--- src/rtl/uart_rx_8n1_if.sv ---
// Receive-side handshake bundle for uart_rx_8n1.
// master = the receiver (produces bytes and status), slave = the consumer.
interface uart_rx_8n1_if;
  logic [7:0] rx_data;
  logic       rx_valid;
  logic       rx_ready;
  logic       rx_busy;
  logic       frame_err;
  logic       overrun;

  modport master (
    output rx_data,
    output rx_valid,
    output rx_busy,
    output frame_err,
    output overrun,
    input  rx_ready
  );

  modport slave (
    input  rx_data,
    input  rx_valid,
    input  rx_busy,
    input  frame_err,
    input  overrun,
    output rx_ready
  );
endinterface

--- src/rtl/uart_rx_8n1.sv ---
// 8N1 UART receiver: 16x oversampling with a 3-sample majority vote per bit,
// start-glitch rejection, stop-bit validation and a valid/ready holding register.
module uart_rx_8n1 #(
  parameter int CLK_HZ  = 12000000,
  parameter int BAUD    = 9600,
  parameter int OVS_DIV = CLK_HZ / (BAUD * 16)
) (
  input  logic          hwclk,
  input  logic          rst_n,
  input  logic          ftdi_rx,
  uart_rx_8n1_if.master rx_bus
);

  localparam int                 CNT_W   = (OVS_DIV > 2) ? $clog2(OVS_DIV) : 1;
  localparam logic [CNT_W-1:0]   CNT_MAX = CNT_W'(OVS_DIV - 1);
  localparam logic [CNT_W-1:0]   CNT_ONE = CNT_W'(1);

  typedef enum logic [1:0] {
    IDLE  = 2'd0,
    START = 2'd1,
    DATA  = 2'd2,
    STOP  = 2'd3
  } state_t;

  // Two of three samples agree: tolerates a single noisy sample per bit.
  function automatic logic maj3(input logic a, input logic b, input logic c);
    return (a & b) | (a & c) | (b & c);
  endfunction

  logic             rx_meta_q;
  logic             rx_s_q;
  logic             rx_s_d_q;
  state_t           state_q;
  logic [CNT_W-1:0] cnt_q;
  logic [3:0]       s_q;
  logic [2:0]       b_q;
  logic             smp7_q;
  logic             smp8_q;
  logic [7:0]       shift_q;
  logic [7:0]       rx_data_q;
  logic             rx_valid_q;
  logic             rx_busy_q;
  logic             frame_err_q;
  logic             overrun_q;

  logic tick_s;
  logic fall_s;
  logic vote_s;
  logic accept_s;

  // The tick counter is held at 0 in IDLE, so no tick can fire there.
  assign tick_s   = (cnt_q == CNT_MAX);
  assign fall_s   = rx_s_d_q & ~rx_s_q;
  // The s=9 sample is the live synchronized line on the deciding tick.
  assign vote_s   = maj3(smp7_q, smp8_q, rx_s_q);
  assign accept_s = rx_valid_q & rx_bus.rx_ready;

  assign rx_bus.rx_data   = rx_data_q;
  assign rx_bus.rx_valid  = rx_valid_q;
  assign rx_bus.rx_busy   = rx_busy_q;
  assign rx_bus.frame_err = frame_err_q;
  assign rx_bus.overrun   = overrun_q;

  // Synchronize the asynchronous line and keep one extra stage for edge detection.
  always_ff @(posedge hwclk or negedge rst_n) begin
    if (!rst_n) begin
      rx_meta_q <= 1'b1;
      rx_s_q    <= 1'b1;
      rx_s_d_q  <= 1'b1;
    end else begin
      rx_meta_q <= ftdi_rx;
      rx_s_q    <= rx_meta_q;
      rx_s_d_q  <= rx_s_q;
    end
  end

  // Frame FSM with bit timing, shift register and registered handshake/status outputs.
  always_ff @(posedge hwclk or negedge rst_n) begin
    if (!rst_n) begin
      state_q     <= IDLE;
      cnt_q       <= '0;
      s_q         <= 4'd0;
      b_q         <= 3'd0;
      smp7_q      <= 1'b1;
      smp8_q      <= 1'b1;
      shift_q     <= 8'h00;
      rx_data_q   <= 8'h00;
      rx_valid_q  <= 1'b0;
      rx_busy_q   <= 1'b0;
      frame_err_q <= 1'b0;
      overrun_q   <= 1'b0;
    end else begin
      frame_err_q <= 1'b0;
      overrun_q   <= 1'b0;
      if (accept_s) begin
        rx_valid_q <= 1'b0;
      end

      // Bit timing: locked to the start edge, advancing one sample index per tick.
      if (state_q == IDLE) begin
        cnt_q <= '0;
        s_q   <= 4'd0;
      end else if (tick_s) begin
        cnt_q <= '0;
        s_q   <= s_q + 4'd1;
        if (s_q == 4'd7) begin
          smp7_q <= rx_s_q;
        end
        if (s_q == 4'd8) begin
          smp8_q <= rx_s_q;
        end
      end else begin
        cnt_q <= cnt_q + CNT_ONE;
      end

      case (state_q)
        IDLE: begin
          b_q <= 3'd0;
          // Only a fresh high-to-low edge starts a frame; a held-low line does not.
          if (fall_s) begin
            state_q   <= START;
            rx_busy_q <= 1'b1;
          end
        end
        START: begin
          if (tick_s && (s_q == 4'd9) && vote_s) begin
            state_q   <= IDLE;
            rx_busy_q <= 1'b0;
          end else if (tick_s && (s_q == 4'd15)) begin
            state_q <= DATA;
            b_q     <= 3'd0;
          end
        end
        DATA: begin
          if (tick_s && (s_q == 4'd9)) begin
            shift_q <= {vote_s, shift_q[7:1]};
          end
          if (tick_s && (s_q == 4'd15)) begin
            b_q <= b_q + 3'd1;
            if (b_q == 3'd7) begin
              state_q <= STOP;
            end
          end
        end
        STOP: begin
          // Decide mid stop bit and leave at once to leave slack for the next start edge.
          if (tick_s && (s_q == 4'd9)) begin
            state_q   <= IDLE;
            rx_busy_q <= 1'b0;
            if (vote_s) begin
              rx_data_q  <= shift_q;
              rx_valid_q <= 1'b1;
              if (rx_valid_q && !rx_bus.rx_ready) begin
                overrun_q <= 1'b1;
              end
            end else begin
              frame_err_q <= 1'b1;
            end
          end
        end
        default: begin
          state_q   <= IDLE;
          rx_busy_q <= 1'b0;
        end
      endcase
    end
  end

endmodule

--- src/flat_wrapper.sv ---
// flat-port wrapper written by rule: the top's interface ports become plain ports
module uart_rx_8n1_flat 
#(
  parameter int CLK_HZ  = 12000000,
  parameter int BAUD    = 9600,
  parameter int OVS_DIV = CLK_HZ / (BAUD * 16)
)
  (hwclk, rst_n, ftdi_rx, rx_bus_rx_data, rx_bus_rx_valid, rx_bus_rx_busy, rx_bus_frame_err, rx_bus_overrun, rx_bus_rx_ready);
  uart_rx_8n1_if rx_bus_i ();
  input  logic hwclk;
  input  logic rst_n;
  input  logic ftdi_rx;
  output wire logic [$bits(rx_bus_i.rx_data)-1:0] rx_bus_rx_data;
  output wire logic [$bits(rx_bus_i.rx_valid)-1:0] rx_bus_rx_valid;
  output wire logic [$bits(rx_bus_i.rx_busy)-1:0] rx_bus_rx_busy;
  output wire logic [$bits(rx_bus_i.frame_err)-1:0] rx_bus_frame_err;
  output wire logic [$bits(rx_bus_i.overrun)-1:0] rx_bus_overrun;
  input wire logic [$bits(rx_bus_i.rx_ready)-1:0] rx_bus_rx_ready;
  assign rx_bus_rx_data = rx_bus_i.rx_data;
  assign rx_bus_rx_valid = rx_bus_i.rx_valid;
  assign rx_bus_rx_busy = rx_bus_i.rx_busy;
  assign rx_bus_frame_err = rx_bus_i.frame_err;
  assign rx_bus_overrun = rx_bus_i.overrun;
  assign rx_bus_i.rx_ready = rx_bus_rx_ready;
  uart_rx_8n1 #(.CLK_HZ(CLK_HZ), .BAUD(BAUD), .OVS_DIV(OVS_DIV)) u_core (.hwclk(hwclk), .rst_n(rst_n), .ftdi_rx(ftdi_rx), .rx_bus(rx_bus_i));
endmodule
--- config.mk ---
export PLATFORM = sky130hd
export DESIGN_NAME = uart_rx_8n1_flat
export DESIGN_NICKNAME = d
export VERILOG_FILES = /design/src/rtl/uart_rx_8n1_if.sv /design/src/rtl/uart_rx_8n1.sv /design/src/flat_wrapper.sv
export SDC_FILE = /design/constraint.sdc
export NUM_CORES = 1
export LEC_CHECK = 0
export ABC_AREA = 0
export CORE_ASPECT_RATIO = 0.6
export CORE_MARGIN = 2
export CORE_UTILIZATION = 61
export DETAILED_ROUTE_END_ITERATION = 12
export PLACE_DENSITY_LB_ADDON = 0.25
export SYNTH_ARGS = -nofsm -noshare
export SYNTH_HDL_FRONTEND = slang
export SYNTH_SLANG_ARGS = --single-unit
--- constraint.sdc ---
create_clock -name hwclk -period 6.4 [get_ports hwclk]
set_clock_uncertainty 0.2 [all_clocks]
set_input_delay 1.6 -clock hwclk [delete_from_list [all_inputs] [get_ports hwclk]]
set_output_delay 1.6 -clock hwclk [all_outputs]
set_load 0.01 [all_outputs]
==> results of run 1 <==
[per-layer routing]
metal | up-vias | GRT usage (%) | routed length [microns]
li1 | 566 | - | -
met1 | 613 | 29.2 | 1580
met2 | 39 | 34.0 | 1550
met3 | 5 | 5.79 | 193
met4 | 0 | 8.07 | 31
met5 | - | 0 | 0
[registers in the layout, summed over array words and instances (netlist names), named ones only]
register                 cells
u_core.smp8_q                1
u_core.smp7_q                1
u_core.rx_meta_q             1
u_core.s_q                   4
u_core.rx_s_d_q              1
u_core.rx_bus.rx_valid       1
u_core.state_q               1
u_core.cnt_q                 7
u_core.b_q                   3
u_core.shift_q               8
u_core.rx_bus.overrun        1
u_core.rx_bus.frame_err      1
u_core.rx_bus.rx_busy        1
u_core.rx_bus.rx_data        8
u_core.rx_s_q                1
[through the flow]
stage	worst slack, ns	instances	power, mW	instance area [sq um]
4_1_cts	3.40	212	0.564	2150
3_3_place_gp	3.72	204	0.348	2040
6_report	3.41	212	0.561	2150
2_1_floorplan	4.21	153	0.335	1890
5_1_grt	3.36	212	0.587	2150
3_5_place_dp	3.72	204	0.354	2040
[layout make-up]
class / instances / share of cell area [%]
sequential: 41 / 47.9
multi-input combinational: 100 / 36.4
timing repair buffer: 15 / 6.74
clock buffer: 7 / 4.01
tap: 42 / 2.44
clock inverter: 1 / 1.39
inverter: 6 / 1.05
[power groups by stage]
stage	sequential (mW)	clock [mW]	combinational (mW)
6_report	0.298	0.211	0.0528
5_1_grt	0.301	0.224	0.0622
4_1_cts	0.297	0.214	0.0532
3_5_place_dp	0.301	0	0.0528
3_3_place_gp	0.300	0	0.0489
2_1_floorplan	0.295	0	0.0396
[cells in the final DEF, fill, tap and decap left out, types with 2 or more instances in the layout]
cell type,n
xnor2_1,2
xor2_1,6
clkbuf_8,6
o221ai_1,2
clkdlybuf4s50_1,14
nand2_1,7
a31o_2,2
inv_1,6
nor2_1,14
mux2_2,18
dfrtp_1,36
nand4_1,5
nor3b_1,3
and3_1,2
dfstp_2,5
a21oi_1,2
o21ai_0,3
nand3_1,7
ha_1,7
[how the worst max path moves through the flow]
stage,slack [ns],end
after floorplan,4.21,rx_bus_rx_busy
after global placement,3.72,rx_bus_rx_busy
after detailed placement,3.72,rx_bus_rx_busy
after CTS,3.40,rx_bus_rx_busy
after global routing,3.36,rx_bus_rx_busy
final,3.41,rx_bus_rx_data[4]
[synth_stat cells, drive strengths merged, types with 5 or more instances]
cell type	n
nand4	6
dfstp	5
nand2	7
dfrtp	36
ha	7
mux2	18
inv	6
xor2	6
nand3	7
nor2	15
[kinds of logic after synthesis]
family                     synth area share, %
and+or+nand+nor                           17.7
DFF                                       54.6
muxes                                     10.7
AOI/OAI and AO/OA                         4.24
buffers and inverters                     3.90
xor gates and xnor gates                  3.71
adders and majority gates                 5.16
==> flow_summary_export.csv, run 1 <==
group,metric,value,unit
status,status,"finished clean",
clock_tree,clk_pin_slew_worst_paths,0.08,ns
worst_setup_path,rr_worst_depth,6,
worst_hold_path,hold_depth,0,
worst_setup_path,path_cells,"clkdlybuf4s50_1",
synth,synth_area_per_cell,12.4,sq um
clock_tree,root_buffer,"clkbuf_8",
power_and_ir_drop,swShare,24.3,%
route,ant_nets,0,
clock_tree,htree_levels,2,
global_route,antenna_found_initial,0,
clock_tree,cts.repair.resized,0,
route,wl_per_cell,15.8,microns
die,die-area,0.00358,sq mm
timing,setup_viol,0,
worst_setup_path,r2r-end,"u_core.shift_q[6]$_DFFE_PN0P_",
route,drc_errors,0,
route,firstDrtPassIters,4,
timing,worst_pin_slew,0.872,ns
worst_setup_path,critPathLaunchType,"register",
route,routed_via_density,5.77,
layout,ff_latch_area,0.00103,sq mm
synth,synth_largest_area_cell,"dfrtp_1",
clock_tree,cts_setup_buffers,0,
global_route,grt_pass1_vias,1162,
layout,drive_gt1_share,22.9,%
clock_tree,cts_hold_buf,0,
worst_setup_path,worstSetupStartpoint,"u_core.rx_bus.rx_data[4]$_DFFE_PN0P_",
synth,yosysSeqAreaShare,54.6,%
layout,fill_cells,189,
synth,ys.warnings.count,0,
power_and_ir_drop,seq_power_share,53.0,%
layout,nets,180,
layout,multi_input_area,785,sq um
synth,syn_inst,153,
placement,hpwl,2.37,mm
clock_tree,worstSkewPairLatency,0.29,ns
timing,fmax,0.335,GHz
global_route,grt_pass1_wl,5.39,mm
route,wirelength,3.35,mm
synth,synth_edf_count,0,
global_route,grt.total_usage,21.6,%
timing,setup_tns,0,ns
die,die_width,75.9,microns
placement,place.gp.congestion,0.819,
worst_setup_path,worst-path-stages,1,
power_and_ir_drop,p_leak,1.01,nW
worst_setup_path,crit_path_end_kind,"output port",
die,pin_count,16,
clock_tree,cts_tree,"yes",
worst_setup_path,crit_buf_inv,1,
timing,fin_crit,2.99,ns
power_and_ir_drop,p_sw,0.137,mW
power_and_ir_drop,share_comb_of_total_power,9.4,%
timing,holdWs,0.157,ns
route,drt_iter0_drc,88,
synth,synth_top_area_share,47.7,%
worst_setup_path,cpMaxStageDelayCell,"clkdlybuf4s50_1",
worst_setup_path,cp.required,4.60,ns
die,die_h,47.1,microns
worst_setup_path,crit_fanout,2,
power_and_ir_drop,p_clk_share,37.6,%
synth,yosys-top-cells-area,"dfrtp_1, mux2_2, dfstp_2",
timing,post-route-period-util,46.7,%
die,fp.coreArea,0.00291,sq mm
worst_setup_path,regToRegStartpoint,"u_core.cnt_q[1]$_DFF_PN0_",
job,maxCapViolCount,0,
synth,syn_nets,164,
worst_setup_path,cpLargestDelayFamily,"buffers and inverters",
worst_hold_path,min-delay-path-class,"reg -> reg",
timing,rsz0062_at_grt,"false",
clock_tree,cts.sinks,41,
power_and_ir_drop,powerDensity,261,mW/mm^2
worst_setup_path,crit_type,"reg -> out",
layout,synthToLayoutAreaGrowth,13.9,%
worst_setup_path,worstPathArrival,1.19,ns
timing,hold_viol,0,
layout,diodes,0,
global_route,grt_max_degree,42,
global_route,overflow,0,
worst_setup_path,cp_slowest_stage_delay,0.54,ns
synth,synth_ff_type,"dfrtp_1",
power_and_ir_drop,peakVddDrop,209,uV
synth,ys_types,42,
worst_hold_path,worst_hold_startpoint,"u_core.rx_meta_q$_DFF_PN1_",
worst_hold_path,whs_endpoint,"u_core.rx_s_q$_DFF_PN1_",
power_and_ir_drop,intPower,0.424,mW
worst_setup_path,ff2ff_setup_slack,3.93,ns
route,vias,1223,
timing,slew_headroom,41.9,%
placement,port_buffers,15,
synth,ys_ff_latch,41,
synth,synthArstFlopShare,100,%
layout,fin_util,74.0,%
die,rows,15,
clock_tree,clockBufferDepth,2,
die,start_util,65.0,%
timing,maxSlewViolCount,0,
synth,syn-cell-area,0.00189,sq mm
clock_tree,cts_made_buffers,5,
No activity file was read; power rests on OpenSTA's default activity.
==> run 2: changes to the inputs <==
--- a/config.mk
+++ b/config.mk
@@ -8,7 +8,7 @@
 export ABC_AREA = 0
 export CORE_ASPECT_RATIO = 0.6
 export CORE_MARGIN = 2
-export CORE_UTILIZATION = 61
+export CORE_UTILIZATION = 51
 export DETAILED_ROUTE_END_ITERATION = 12
 export PLACE_DENSITY_LB_ADDON = 0.25
 export SYNTH_ARGS = -nofsm -noshare
==> constraint.sdc (replaced) <==
create_clock -name hwclk -period 2.6 [get_ports hwclk]
set_clock_uncertainty 0.2 [all_clocks]
set_input_delay 0.65 -clock hwclk [delete_from_list [all_inputs] [get_ports hwclk]]
set_output_delay 0.65 -clock hwclk [all_outputs]
set_load 0.01 [all_outputs]
==> run 2 against run 1 <==
Total power grew 150%. First-iteration DRC count grew 18%. Count of clock-buffer cells in the layout shrank 1. Critical path type is now reg -> reg.
==> flow_summary_export.csv, run 2 (same netlist as run 1, synthesis figures left out) <==
group,metric,value,unit
status,status,"finished clean",
clock_tree,clk_pin_slew_worst_paths,0.08,ns
power_and_ir_drop,share_comb_of_total_power,9.0,%
clock_tree,root_buffer,"clkbuf_8",
worst_setup_path,rr_worst_depth,6,
die,start_util,52.3,%
worst_setup_path,ff2ff_setup_slack,0.21,ns
die,fp.coreArea,0.00362,sq mm
route,drt_iter0_drc,104,
power_and_ir_drop,p_clk_share,38.3,%
worst_hold_path,hold_depth,0,
global_route,grt_pass1_vias,1135,
clock_tree,cts_made_buffers,5,
placement,hpwl,2.27,mm
layout,final_area,0.00218,sq mm
placement,placed_area,0.00206,sq mm
die,pin_count,16,
layout,final_cell_mix,"dfrtp_1, mux2_2, nor2_1, clkdlybuf4s50_1",
timing,fmax,0.419,GHz
layout,ff_latch_area,0.00103,sq mm
power_and_ir_drop,seq_power_share,52.7,%
layout,diodes,0,
global_route,grt_max_degree,42,
placement,port_buffers,15,
timing,fin_ws,0.212,ns
worst_setup_path,r2r-end,"u_core.shift_q[7]$_DFFE_PN0P_",
clock_tree,cts_setup_buffers,0,
worst_setup_path,critPathLaunchType,"register",
clock_tree,clockBufferDepth,2,
worst_setup_path,crit_fanout,10,
timing,setup_viol,0,
worst_setup_path,cp_slowest_stage_delay,0.46,ns
route,wirelength,3.28,mm
worst_setup_path,path_cells,"inv_1 -> ha_1 -> and4bb_1 -> nand4_4 -> nor3b_4 -> mux2_2",
timing,post-route-period-util,91.9,%
timing,setup_tns,0,ns
clock_tree,cts.repair.resized,0,
worst_hold_path,min-delay-path-class,"reg -> reg",
timing,worst_pin_slew,0.673,ns
power_and_ir_drop,powerDensity,636,mW/mm^2
route,wl_per_cell,15.0,microns
placement,pre_cts_ws,0.223,ns
clock_tree,cts_hold_buf,0,
timing,fin_crit,2.39,ns
worst_setup_path,regToRegStartpoint,"u_core.cnt_q[1]$_DFF_PN0_",
die,rows,17,
die,die_h,51.2,microns
clock_tree,worstSkewPairLatency,0.29,ns
timing,holdWs,0.161,ns
power_and_ir_drop,peakVddDrop,448,uV
timing,slew_headroom,55.0,%
route,routed_via_density,5.41,
timing,hold_viol,0,
worst_setup_path,crit_type,"reg -> reg",
placement,place.gp.congestion,0.794,
power_and_ir_drop,p_leak,1.01,nW
layout,synthToLayoutAreaGrowth,15.2,%
layout,nets,182,
global_route,antenna_found_initial,0,
worst_hold_path,whs_endpoint,"u_core.rx_s_q$_DFF_PN1_",
die,die_width,82.6,microns
job,maxCapViolCount,0,
global_route,grt_pass1_wl,5.49,mm
route,drc_errors,0,
clock_tree,htree_levels,2,
layout,layout_commonest_cell,"dfrtp_1",
route,ant_nets,0,
worst_setup_path,crit_path_end_kind,"register",
timing,maxSlewViolCount,0,
route,firstDrtPassIters,4,
worst_hold_path,worst_hold_startpoint,"u_core.rx_meta_q$_DFF_PN1_",
worst_setup_path,cp.required,2.58,ns
power_and_ir_drop,swShare,24.7,%
timing,rsz0062_at_grt,"false",
clock_tree,cts.sinks,41,
route,vias,1184,
power_and_ir_drop,intPower,1.04,mW
global_route,grt.total_usage,17.9,%
layout,fin_util,60.2,%
layout,fill_cells,298,
global_route,overflow,0,
layout,multi_input_area,785,sq um
worst_setup_path,worstPathArrival,2.37,ns
clock_tree,cts_tree,"yes",
worst_setup_path,cpMaxStageDelayCell,"nor3b_4",
power_and_ir_drop,p_sw,0.342,mW
die,die-area,0.00423,sq mm
layout,drive_gt1_share,24.4,%
-- run 2: power by group through the flow --
stage	sequential [mW]	clock [mW]	combinational [mW]
after floorplan	0.727	0	0.0975
after global placement	0.738	0	0.121
after detailed placement	0.741	0	0.126
after CTS	0.729	0.540	0.127
after global routing	0.736	0.574	0.147
final	0.730	0.530	0.125
-- run 2: per-layer routing --
| metal | global-route usage, % | part of all wire, % | vias to the layer above |
|---|---|---|---|
| li1 | - | - | 569 |
| met4 | 5.74 | 0.61 | 0 |
| met1 | 27.1 | 53 | 592 |
| met3 | 5.83 | 4.0 | 4 |
| met2 | 23.9 | 43 | 19 |
| met5 | 0 | 0 | - |
-- run 2: critical path, delay by kind of cell, from the launching register on --
family	cells	cell delay [ns]
AND/OR/NAND/NOR	3	1.08
adder cells (fa/ha/maj)	1	0.12
flip-flops	1	0.42
buffers and inverters	1	0.07
multiplexers	1	0.40
-- run 2: stage by stage --
step | std cells | total power, mW
final | 219 | 1.39
after global placement | 211 | 0.859
after global routing | 219 | 1.46
after floorplan | 153 | 0.824
after CTS | 219 | 1.40
after detailed placement | 211 | 0.867
-- run 2: final cells by class --
type,count,area share (%)
clock buffer,6,3.79
inverter,6,1.03
timing repair buffer,17,7.35
sequential,41,47.4
tap,47,2.70
clock inverter,2,1.72
multi-input combinational,100,36.0
-- run 2: how the worst max path moves through the flow --
stage | startpoint | to | slack (ns) | depth (start not counted)
floorplan | u_core.cnt_q[1]$_DFF_PN0_ | u_core.shift_q[0]$_DFFE_PN0P_ | 0.56 | 7
global placement | u_core.cnt_q[1]$_DFF_PN0_ | u_core.shift_q[7]$_DFFE_PN0P_ | 0.29 | 6
detailed placement | u_core.cnt_q[1]$_DFF_PN0_ | u_core.shift_q[7]$_DFFE_PN0P_ | 0.22 | 6
CTS | u_core.cnt_q[1]$_DFF_PN0_ | u_core.shift_q[0]$_DFFE_PN0P_ | 0.21 | 6
global route | u_core.cnt_q[1]$_DFF_PN0_ | u_core.shift_q[1]$_DFFE_PN0P_ | 0.08 | 6
finish | u_core.cnt_q[1]$_DFF_PN0_ | u_core.shift_q[7]$_DFFE_PN0P_ | 0.21 | 6
==> run 3: changes to the inputs <==
--- a/config.mk
+++ b/config.mk
@@ -6,7 +6,6 @@
 export NUM_CORES = 1
 export LEC_CHECK = 0
 export ABC_AREA = 0
-export CORE_ASPECT_RATIO = 0.6
 export CORE_MARGIN = 2
 export CORE_UTILIZATION = 51
 export DETAILED_ROUTE_END_ITERATION = 12
==> run 3 against run 2 <==
Core utilization is essentially flat. Combinational power is essentially flat. Highest routed layer unchanged. Critical path type unchanged. Via count shrank 2.8%. Clock power shrank 2%. Setup slack gained 0.071 ns. Design area shrank 0.29%.
==> flow_summary_export.csv, run 3 (same netlist as run 1, synthesis figures left out) <==
group,metric,value,unit
status,status,"finished clean",
clock_tree,cts_made_buffers,5,
clock_tree,worstSkewPairLatency,0.28,ns
worst_setup_path,crit_buf_inv,1,
job,maxCapViolCount,0,
global_route,antenna_found_initial,0,
clock_tree,cts_tree,"yes",
layout,layout_commonest_cell,"dfrtp_1",
die,die_width,64.9,microns
worst_setup_path,r2r-end,"u_core.shift_q[3]$_DFFE_PN0P_",
die,die_h,64.9,microns
route,wl_per_cell,13.7,microns
worst_setup_path,crit_type,"reg -> reg",
worst_hold_path,hold_depth,0,
die,start_util,52.4,%
worst_hold_path,whs_endpoint,"u_core.rx_s_q$_DFF_PN1_",
worst_hold_path,worst_hold_startpoint,"u_core.rx_meta_q$_DFF_PN1_",
placement,port_buffers,15,
worst_setup_path,ff2ff_setup_slack,0.28,ns
worst_setup_path,cpMaxStageDelayCell,"and4bb_1",
timing,rsz0062_at_grt,"false",
worst_setup_path,path_cells,"inv_1 -> ha_1 -> and4bb_1 -> nand4_4 -> nor3b_4 -> mux2_2",
layout,drive_gt1_share,24.0,%
worst_setup_path,crit_fanout,10,
die,die-area,0.00421,sq mm
layout,diodes,0,
layout,nets,181,
timing,hold_viol,0,
placement,place.gp.congestion,0.768,
layout,synthToLayoutAreaGrowth,14.9,%
timing,slew_headroom,59.9,%
worst_setup_path,regToRegStartpoint,"u_core.cnt_q[1]$_DFF_PN0_",
power_and_ir_drop,powerDensity,632,mW/mm^2
worst_setup_path,critPathLaunchType,"register",
global_route,grt.total_usage,16.2,%
route,ant_nets,0,
timing,worst_pin_slew,0.599,ns
worst_setup_path,cp_slowest_stage_delay,0.43,ns
clock_tree,htree_levels,2,
route,vias,1151,
clock_tree,cts_hold_buf,0,
route,routed_via_density,5.26,
route,firstDrtPassIters,3,
timing,fmax,0.432,GHz
clock_tree,cts.repair.resized,0,
worst_setup_path,cpLargestDelayFamily,"simple AND/OR/NAND/NOR gates",
layout,final_cell_mix,"dfrtp_1, mux2_2, nor2_1, clkdlybuf4s50_1",
clock_tree,clk_pin_slew_worst_paths,0.08,ns
worst_setup_path,worstPathArrival,2.29,ns
worst_hold_path,min-delay-path-class,"reg -> reg",
power_and_ir_drop,finalPower,1.37,mW
power_and_ir_drop,peakVddDrop,323,uV
clock_tree,cts.sinks,41,
route,drt_iter0_drc,45,
timing,setup_viol,0,
global_route,grt_pass1_vias,1090,
die,pin_count,16,
route,drc_errors,0,
clock_tree,clockBufferDepth,2,
worst_setup_path,cp.required,2.57,ns
worst_setup_path,rr_worst_depth,6,
worst_setup_path,crit_path_end_kind,"register",
clock_tree,cts_setup_buffers,0,
global_route,grt_pass1_wl,5.24,mm
timing,post-route-period-util,89.1,%
timing,fin_crit,2.32,ns
global_route,overflow,0,
route,wirelength,3.00,mm
power_and_ir_drop,p_leak,1.01,nW
timing,setup_tns,0,ns
timing,maxSlewViolCount,0,
global_route,grt_max_degree,42,
die,rows,22,
clock_tree,root_buffer,"clkbuf_8",
die,fp.coreArea,0.00361,sq mm
placement,hpwl,2.12,mm
[run 3: where the power goes]
part	leakage (nW)	total (mW)	internal, mW	switching (mW)
combinational	0.412	0.123	0.0502	0.0731
clock	0.0574	0.521	0.312	0.209
sequential	0.539	0.729	0.681	0.0477
total	1.01	1.37	1.04	0.330
[run 3: area by class of cell]
type / count / area, sq um
repair buffers: 16 / 153
flip-flops and latches: 41 / 1030
fillers: 294 / 1430
well taps: 48 / 60.1
inverters: 6 / 22.5
clock inverters: 2 / 37.5
multi-input cells: 100 / 785
clock buffers: 6 / 82.6
[run 3: worst max path at each step]
stage                                    startpoint                              endpoint  slack (ns)  cells after the start
after floorplan           u_core.cnt_q[1]$_DFF_PN0_         u_core.shift_q[0]$_DFFE_PN0P_        0.56                      7
after global placement    u_core.cnt_q[1]$_DFF_PN0_  u_core.rx_bus.rx_data[4]$_DFFE_PN0P_        0.35                      6
after detailed placement  u_core.cnt_q[1]$_DFF_PN0_         u_core.shift_q[0]$_DFFE_PN0P_        0.27                      6
after CTS                 u_core.cnt_q[1]$_DFF_PN0_         u_core.shift_q[3]$_DFFE_PN0P_        0.27                      6
after global routing      u_core.cnt_q[1]$_DFF_PN0_  u_core.rx_bus.rx_data[7]$_DFFE_PN0P_        0.15                      6
final                     u_core.cnt_q[1]$_DFF_PN0_         u_core.shift_q[3]$_DFFE_PN0P_        0.28                      6
[run 3: metrics by stage]
stage / area, sq um / hold WS [ns] / util, % / setup slack, ns / instances
after global placement: 2050 / 0.146 / 56.9 / 0.347 / 211
after floorplan: 1890 / 0.145 / - / 0.565 / 153
after detailed placement: 2050 / 0.149 / 56.9 / 0.275 / 211
final: 2170 / 0.158 / 60.2 / 0.283 / 219
after CTS: 2170 / 0.159 / 60.2 / 0.269 / 219
after global routing: 2170 / 0.163 / 60.2 / 0.151 / 219
[run 3: layer usage]
metal	part of all wire, %	global-route usage, %
met5	0	0
met4	0.97	5.59
met1	48	22.0
met2	48	26.0
met3	2.6	3.13
